[src/rtl/sc_arb_pkg.sv]
// rtl/sc_arb_pkg.sv - shared state encoding and counter widths for sc_mem_arbiter
package sc_arb_pkg;

    typedef enum logic {
        ARB_CPU_OWN = 1'b0,
        ARB_DMA_OWN = 1'b1
    } arb_state_e;

    localparam int WAIT_W  = 8;
    localparam int BURST_W = 4;
    localparam int STAT_W  = 16;

endpackage

[src/rtl/sc_arb_sat_cnt.sv]
// rtl/sc_arb_sat_cnt.sv - saturating up-counter with synchronous clear (clear wins over increment)
module sc_arb_sat_cnt #(
    parameter int W   = 8,
    parameter int MAX = 255
) (
    input  logic         clock,
    input  logic         resetn,
    input  logic         inc,
    input  logic         clr,
    output logic [W-1:0] count
);

    always_ff @(posedge clock or negedge resetn) begin
        if (!resetn) begin
            count <= '0;
        end else if (clr) begin
            count <= '0;
        end else if (inc && (count != W'(MAX))) begin
            count <= count + W'(1);
        end
    end

endmodule

[src/rtl/sc_mem_arbiter.sv]
// rtl/sc_mem_arbiter.sv - CPU/DMA data-memory arbiter with starvation guard and bounded DMA bursts
// Optional statistics outputs enabled by defining SC_ARB_STATS_EN.
module sc_mem_arbiter
    import sc_arb_pkg::*;
#(
    parameter int STARVE_LIMIT = 8,
    parameter int MAX_BURST    = 4
) (
    input  logic              clock,
    input  logic              resetn,
    input  logic              cpu_req,
    input  logic              cpu_we,
    input  logic [31:0]       cpu_addr,
    input  logic [31:0]       cpu_wdata,
    output logic [31:0]       cpu_rdata,
    output logic              cpu_stall,
    input  logic              dma_req,
    input  logic              dma_we,
    input  logic [31:0]       dma_addr,
    input  logic [31:0]       dma_wdata,
    output logic              dma_gnt,
    output logic [31:0]       dma_rdata,
    output logic              dma_rvalid,
`ifdef SC_ARB_STATS_EN
    output logic [STAT_W-1:0] stat_stall_cnt,
    output logic [STAT_W-1:0] stat_dma_beats,
`endif
    output logic [31:0]       mem_addr,
    output logic [31:0]       mem_wdata,
    output logic              mem_we,
    input  logic [31:0]       mem_rdata
);

    arb_state_e         state, state_nxt;
    logic [BURST_W-1:0] burst_cnt, burst_nxt;
    logic [WAIT_W-1:0]  wait_cnt;
    logic               starve;
    logic               wait_inc, wait_clr;

    assign starve = (wait_cnt == WAIT_W'(STARVE_LIMIT));

    // Grant/stall are gated by resetn so they read as idle for the whole reset pulse.
    always_comb begin
        dma_gnt   = 1'b0;
        cpu_stall = 1'b0;
        state_nxt = state;
        burst_nxt = burst_cnt;
        if (resetn) begin
            case (state)
                ARB_CPU_OWN: begin
                    dma_gnt = dma_req && (!cpu_req || starve);
                    if (dma_gnt && cpu_req) begin
                        cpu_stall = 1'b1;
                        if (MAX_BURST > 1) begin
                            state_nxt = ARB_DMA_OWN;
                            burst_nxt = BURST_W'(1);
                        end
                    end
                end
                ARB_DMA_OWN: begin
                    dma_gnt   = dma_req;
                    cpu_stall = cpu_req;
                    if (!dma_req || (burst_cnt + BURST_W'(1) == BURST_W'(MAX_BURST))) begin
                        state_nxt = ARB_CPU_OWN;
                        burst_nxt = '0;
                    end else begin
                        burst_nxt = burst_cnt + BURST_W'(1);
                    end
                end
                default: begin
                    state_nxt = ARB_CPU_OWN;
                    burst_nxt = '0;
                end
            endcase
        end
    end

    always_comb begin
        mem_addr  = cpu_addr;
        mem_wdata = cpu_wdata;
        mem_we    = resetn && cpu_we && cpu_req && !cpu_stall;
        if (dma_gnt) begin
            mem_addr  = dma_addr;
            mem_wdata = dma_wdata;
            mem_we    = resetn && dma_we;
        end
    end

    assign cpu_rdata = mem_rdata;

    always_ff @(posedge clock or negedge resetn) begin
        if (!resetn) begin
            state      <= ARB_CPU_OWN;
            burst_cnt  <= '0;
            dma_rvalid <= 1'b0;
            dma_rdata  <= '0;
        end else begin
            state      <= state_nxt;
            burst_cnt  <= burst_nxt;
            dma_rvalid <= dma_gnt && !dma_we;
            if (dma_gnt && !dma_we) begin
                dma_rdata <= mem_rdata;
            end
        end
    end

    assign wait_inc = (state == ARB_CPU_OWN) && dma_req && !dma_gnt;
    assign wait_clr = (state == ARB_DMA_OWN) || dma_gnt || !dma_req;

    sc_arb_sat_cnt #(.W(WAIT_W), .MAX(STARVE_LIMIT)) u_wait_cnt (
        .clock  (clock),
        .resetn (resetn),
        .inc    (wait_inc),
        .clr    (wait_clr),
        .count  (wait_cnt)
    );

`ifdef SC_ARB_STATS_EN
    sc_arb_sat_cnt #(.W(STAT_W), .MAX((1 << STAT_W) - 1)) u_stat_stall (
        .clock  (clock),
        .resetn (resetn),
        .inc    (cpu_stall),
        .clr    (1'b0),
        .count  (stat_stall_cnt)
    );

    sc_arb_sat_cnt #(.W(STAT_W), .MAX((1 << STAT_W) - 1)) u_stat_beats (
        .clock  (clock),
        .resetn (resetn),
        .inc    (dma_gnt),
        .clr    (1'b0),
        .count  (stat_dma_beats)
    );
`endif

endmodule

[config.mk]
export PLATFORM = sky130hd
export DESIGN_NAME = sc_mem_arbiter
export DESIGN_NICKNAME = d
export VERILOG_FILES = /design/src/rtl/sc_arb_pkg.sv /design/src/rtl/sc_arb_sat_cnt.sv /design/src/rtl/sc_mem_arbiter.sv
export SDC_FILE = /design/constraint.sdc
export NUM_CORES = 1
export LEC_CHECK = 0
export ABC_CLOCK_PERIOD_IN_PS = 2100
export CORE_AREA = 2 2 115 117
export CTS_CLUSTER_SIZE = 8
export DETAILED_ROUTE_END_ITERATION = 10
export DIE_AREA = 0 0 117 119
export PLACE_DENSITY_LB_ADDON = 0.2
export SYNTH_ARGS = -nofsm -noshare
export SYNTH_HDL_FRONTEND = slang
export SYNTH_SLANG_ARGS = --single-unit
export TNS_END_PERCENT = 20
[constraint.sdc]
create_clock -name clock -period 2.1 [get_ports clock]
set_input_delay 0.42 -clock clock [delete_from_list [all_inputs] [get_ports clock]]
set_output_delay 0.42 -clock clock [all_outputs]
set_load 0.01 [all_outputs]
==> impl_results.md, run 1 <==
- Post-synth top area share: between 30% and 40%
- Global-route wire length before repair: a little over 20 mm
- Switching pwr: around 0.0011 W
- Mapped Cells: 260
- Max FO, Critical Path: 5
- Worst Setup SP: u_wait_cnt.count[0]
- Fin worst setup slack: -0.5360 ns
- Syn_nets: 430
- GRT overflow: 0
- Reg-to-Reg Start: u_wait_cnt.count[0]
- Seq/Total Area, Yosys: 37.38%
- Die width: roughly 120 um
- Most instantiated library cell after synthesis: mux2_2
- Status: finished, violations left
- WP buf/inv: 5
- Gate power share: ~46%
- FP Rows: between 40 and 50
- Die Y: between 100 and 150 um
- Slew headroom: 64.25%
- Vias per Instance: between 4 and 5
- Top_reg_cell synth: dfrtp_1
- Switching Share: ~27%
- CP max-delay cell: dfrtp_1
- Internal reg-to-reg setup slack: ~0.03 ns
- Clock tree buffer depth: 2
- Peak supply drop: roughly 0.47 mV
- Total Routing Usage GR: around 19%
- Netlist cell types: 41
- CP Cell Sequence: inv_2 > ha_4 > and3b_2 > nand2_2 > a21oi_4 > buf_6 > buf_12 > buf_16 > mux2_4 > buf_6
- Drt drc: 0
- Clk Latency, worst-skew pair: 0.28 ns
- Dpl cells: roughly 720
- Fin crit share: 125.5%
- Pwr Density: approximately 560 mW/mm^2
- Cell Count, Final, Fillers Out: 750
- Clk root buf: clkbuf_16
- Post-synth top area cell: dfrtp_1
- Synth Register Bits: 46
- Worst hold margin: 0.1133 ns
- Arrival time at the worst endpoint: 2.22 ns
- Num CTS Buffers: 5
- Initial antenna violation count: 1
- Clk pwr share: a little under a quarter
- # IOs: about 300
- Crit path top cell by count: buf_6
- Sequential fraction of design power: a little under a third
- Wire per inst: around 19 um
- Internal: 0.002792 W
- CP endpoint kind: primary output
- Clock transition at the registers of the reported paths: approximately 0.06 ns
- Worst setup path class: reg -> out
- Failing checks: negative setup slack
- Area Overhead vs Synth: 122.1%
- DP Worst Slack: -0.7320 ns
- Post-DP Area: ~0.006 mm^2
- Mapped Area: 0.003079 mm^2
- Die footprint: roughly 0.014 mm^2
- Detailed Route WL: between 10 and 15 mm
- Maxcap violations: 0
- Setup-failing EPs final: 67
- Delay-heaviest family, CP: buffers and inverters
- Minimum clock period: around 2.6 ns
- Final HPWL DP: roughly 11 mm
- Worst clock skew: around 0.0047 ns
- Hold/Removal Path Class: in -> async
- Cts-stage hold buffer count: 0
- Least-Margin Pin Slew: roughly 0.54 ns
- CP required: between 1.5 and 2 ns
- Delay of the slowest critical-path stage: just under 0.4 ns
- Leakage: 2.938 nW
- Initial Utilization: 23.92%
- Largest net degree at the start of global routing: 42
- Max Freq: 0.3794 GHz
- Slew Viols, Final: 0
- Htree depth: 2
- RSZ-0062 raised after global routing: yes
- Vias in the first global route: around 3500
- Critical path launch point type: flop
- Drt pass-1 iters: 4
- Hold Vio Cnt, Final: 0
- Detail Route Antenna Nets: 0
- Synth async-reset ratio: 100.0%
- # clock sinks: 46
- YS warnings: 0
- Final-stage net count: 742
- Avg Inst Size Synth: 11.84 um^2
- Share of layout cells above drive strength 1: roughly two fifths
- Number of flops mapped to enable cells by yosys: 0
- Synth top area cells: dfrtp_1 37%, mux2_2 35%, buf_4 9.3%
- PortBufs: between 200 and 300
- DR vias: 3294
- Final instance area: between 0.006 and 0.007 mm^2
- Final GP Congestion: 0.8178
- Initial drt markers: 92
- CORE AREA: between 0.01 and 0.015 mm^2
- TritonCTS clock tree: done
- Final total power: around 0.0038 W
- Post-synth top cells: 96 x mux2_2, 46 x dfrtp_1, 38 x buf_4
## layer usage
| layer | share of wire, % | track usage [%] | up-vias |
|---|---|---|---|
| met5 | 0 | 0 | - |
| met2 | 51 | 35.30 | 165 |
| li1 | - | - | 1530 |
| met1 | 38 | 21.61 | 1579 |
| met4 | 2.7 | 6.691 | 0 |
| met3 | 8.3 | 4.885 | 20 |
## state kept, by name, summed over array words and instances (netlist names)
name	flops
state	1
dma_rvalid	1
u_wait_cnt.count	8
dma_rdata	32
burst_cnt	4
## power groups by stage
stage	logic [W]	registers, W	clock network [W]
after detailed placement	0.00162	0.00120	0
after CTS	0.00177	0.00119	0.000918
after floorplan	0.000526	0.00127	0
after global placement	0.00161	0.00119	0
final	0.00177	0.00118	0.000890
after global routing	0.00188	0.00121	0.000938
## area by class of cell
type                    instances  area (um^2)
repair buffers                349         3485
fillers                      1173         6037
flip-flops and latches         46         1151
multi-input cells             165         1794
diodes                          1        2.502
inverters                       5        18.77
well taps                     176        220.2
clock inverters                 2        37.54
clock buffers                   6        128.9
## logic make-up (layout without fill, tap and decap cells)
logic type               Yosys count  in the layout  share of synthesized area, %
multiplexers                      96             96                         35.11
XOR/XNOR                           7              7                         1.991
other                              0              1                             0
AO/OA/AOI/OAI                     22             22                         5.446
buffers and inverters             49            362                         11.38
AND/OR/NAND/NOR                   36             36                         7.071
flip-flops                        46             46                         37.38
adder cells (fa/ha/maj)            4              4                         1.625
## timing repair
| action | 4_1_cts | 5_1_grt |
|---|---|---|
| endpoints found under the setup margin | 99 | 99 |
| resized for setup | 323 | 64 |
| pin swaps | 4 | 3 |
| gates cloned | 6 | 0 |
| setup buffers | 15 | 8 |
## worst paths after layout
kind	to	cells past startpoint
setup / recovery	mem_addr[19]	10
hold / removal	burst_cnt[0]	2
setup reg to reg	dma_rdata[4]	8
hold reg to reg	dma_rdata[26]	1
max in group asynchronous	dma_rdata[3]	3
min in group clock	dma_rdata[26]	1
## cells in the final DEF (no fill, tap or decap), drive strengths merged, types with 3 or more instances in the layout
cell | synthesis | routed
buf | 42 | 111
ha | 4 | 4
dfrtp | 46 | 46
nor2 | 6 | 6
inv | 5 | 5
a21oi | 6 | 6
nand3 | 4 | 4
xor2 | 4 | 4
clkbuf | 2 | 15
xnor2 | 3 | 3
nand2 | 8 | 8
mux2 | 96 | 96
clkdlybuf4s50 | 0 | 229
## through the flow
| stage | setup TNS (ns) | utilization [%] |
|---|---|---|
| 4_1_cts | -33.42 | 52.99 |
| 3_5_place_dp | -45.14 | 47.96 |
| 2_1_floorplan | -6.283 | - |
| 6_report | -31.31 | 53.11 |
| 3_3_place_gp | -44.32 | 47.96 |
| 5_1_grt | -38.73 | 53.11 |
(Power assumes the default switching activity.)
==> inputs of run 2 (changes only) <==
==> constraint.sdc (replaced) <==
create_clock -name clock -period 2.1 [get_ports clock]
set_input_delay 0.42 -clock clock [delete_from_list [all_inputs] [get_ports clock]]
set_output_delay 0.42 -clock clock [all_outputs]
set_load 0.005 [all_outputs]
==> run 2 against run 1 <==
Against the previous run:
- the flow still finishes with violations (negative setup slack)
- global-route usage is 1.1 points lower
- worst setup slack worse by 0.0037 ns
- count of clock-buffer cells in the layout down 1
- first-iteration DRC count is 17% higher
- clock power up 2.8%
- critical endpoint is now mem_wdata[31]
- wire length down 4.0%
- design area grew 1.4%
- maximum frequency fell by 0.14%
- highest routed layer unchanged
- utilization is 0.75 points higher
- die area unchanged
- clock skew increased by 0.0016 ns
==> impl_results.md, run 2 (same netlist as run 1, synthesis figures left out) <==
- Status: finished, violations left
- Failing checks: negative setup slack
- CP endpoint kind: primary output
- FP Rows: 42
- Total Routing Usage GR: between 10% and 20%
- Final GP Congestion: approximately 0.76
- Clk Latency, worst-skew pair: about 0.29 ns
- Clock tree buffer depth: 2
- Setup-failing EPs final: 66
- Reg with most FFs: dma_rdata
- Fin worst setup slack: -0.5398 ns
- Fill cell count: around 1100
- Largest net degree at the start of global routing: 42
- Critical path launch point type: flop
- DR vias: 3232
- Cts-stage hold buffer count: 0
- Slew Viols, Final: 0
- RSZ-0062 raised after global routing: yes
- Final-stage net count: roughly 740
- Max Freq: between 0.3 and 0.4 GHz
- Max FO, Critical Path: 6
- Global-route wire length before repair: between 15 and 20 mm
- Pwr Density: approximately 540 mW/mm^2
- Hold Vio Cnt, Final: 0
- Htree depth: 2
- Slew headroom: between 60% and 70%
- Max FFs per register: 32
- Detailed Route WL: 13.73 mm
- Num CTS Buffers: 5
- RR Endpoint: dma_rdata[30]
- Delay of the slowest critical-path stage: 0.41 ns
- Die footprint: 0.01392 mm^2
- Vias per Instance: between 4 and 5
- CP required: about 1.7 ns
- CORE AREA: 0.01287 mm^2
- Drt drc: 0
- R2r worst-path depth: 6
- TritonCTS clock tree: done
- PortBufs: slightly below 300
- Vias in the first global route: approximately 3400
- Worst clock skew: 0.006308 ns
- Final HPWL DP: about 11 mm
- Initial drt markers: 108
- GRT overflow: 0
- Arrival time at the worst endpoint: approximately 2.2 ns
- Fin crit share: 125.7%
- DP Worst Slack: -0.6728 ns
- Reg-to-Reg Start: u_wait_cnt.count[4]
- Worst hold margin: between 0.1 and 0.15 ns
- CP Capture Point: mem_wdata[31]
- Die width: 117 um
- Maxcap violations: 0
- Internal reg-to-reg setup slack: around 0.040 ns
- Hold/Removal Path Class: in -> async
- CP Cell Sequence: nor4_4 > nand2_2 > a21oi_4 > buf_12 > buf_12 > buf_16 > buf_6 > mux2_4 > buf_6
- Initial antenna violation count: 2
- Share of layout cells above drive strength 1: between 40% and 50%
- Minimum clock period: about 2.6 ns
- Clock transition at the registers of the reported paths: 0.07 ns
- Least-Margin Pin Slew: about 0.56 ns
- Peak supply drop: between 0.4 and 0.5 mV
- Drt pass-1 iters: 4
- Most common cell after layout, fill and taps aside: clkdlybuf4s50_1
- Worst Setup SP: u_wait_cnt.count[4]
- Initial Utilization: 23.92%
- # clock sinks: 46
- Die Y: ~120 um
- Largest regs: dma_rdata x32, u_wait_cnt.count x8, burst_cnt x4
- Leakage: approximately 3.0 nW
- Clk root buf: clkbuf_16
- Area Overhead vs Synth: 125.2%
- Worst setup path class: reg -> out
- CP max-delay cell: dfrtp_1
- Detail Route Antenna Nets: 0
- Final core utilization: between 50% and 60%
- Wire per inst: about 18 um
- # IOs: between 200 and 300
- Commonest cells after routing, fill and taps aside: 229 x clkdlybuf4s50_1, 58 x mux2_4, 56 x buf_6
==> run 2: cell types whose count changed in the layout (fill, tap and decap cells not counted), moves of 3 or more <==
cell    change
buf_12      +3
buf_2       -7
buf_4      -10
buf_6       +5
buf_8       +3
mux2_2     -13
mux2_4     +13
==> run 2: cell type report <==
type | instances | area [um^2] | area share, %
antenna | 2 | 5.005 | 0.07218
multi-input combinational | 165 | 1836 | 26.47
inverter | 5 | 18.77 | 0.2707
clock buffer | 5 | 125.1 | 1.804
clock inverter | 3 | 43.79 | 0.6315
tap | 176 | 220.2 | 3.176
sequential | 46 | 1151 | 16.60
timing repair buffer | 345 | 3535 | 50.97
==> run 2: worst min path at each step <==
stage / start / to / slack [ns] / depth (start not counted)
global route: resetn / u_wait_cnt.count[0] / 0.12 / 2
finish: resetn / u_wait_cnt.count[2] / 0.11 / 2
detailed placement: resetn / u_wait_cnt.count[2] / 0.42 / 2
floorplan: resetn / burst_cnt[0] / 0.12 / 0
CTS: resetn / u_wait_cnt.count[2] / 0.11 / 2
global placement: resetn / state / 0.42 / 2
==> run 2: worst max-delay path: cells and delay by family, from the launching register on <==
family / cells / cell delay (ns)
buffers and inverters: 5 / 0.56
AND/OR/NAND/NOR: 2 / 0.47
flip-flops: 1 / 0.41
multiplexers: 1 / 0.30
AO/OA/AOI/OAI: 1 / 0.19
==> run 2: repair_timing <==
action / 4_1_cts / 5_1_grt
resized for setup: 362 / 38
pin swaps: 4 / 4
cloned: 4 / 0
buffers inserted: 17 / 4
setup endpoints to repair: 98 / 99
==> run 2: stage by stage <==
stage | instance area [um^2] | instances | total power, W | TNS (ns)
after global routing | 6929 | 745 | 0.003960 | -35.38
after floorplan | 3105 | 260 | 0.001672 | -4.869
after CTS | 6898 | 744 | 0.003800 | -34.29
after detailed placement | 6167 | 715 | 0.002691 | -43.36
final | 6934 | 747 | 0.003768 | -31.52
after global placement | 6167 | 715 | 0.002674 | -41.70
==> run 2: power by group <==
part           total, W  switching, W  internal [W]
registers       0.00118      0.000107       0.00107
logic           0.00167      0.000497       0.00118
clock network  0.000915      0.000351      0.000564
==> run 2: metal layers <==
layer	track usage, %	wire, um
met1	20.01	5116
met2	34.07	7154
met3	6.463	1340
met4	2.794	119
met5	0	0
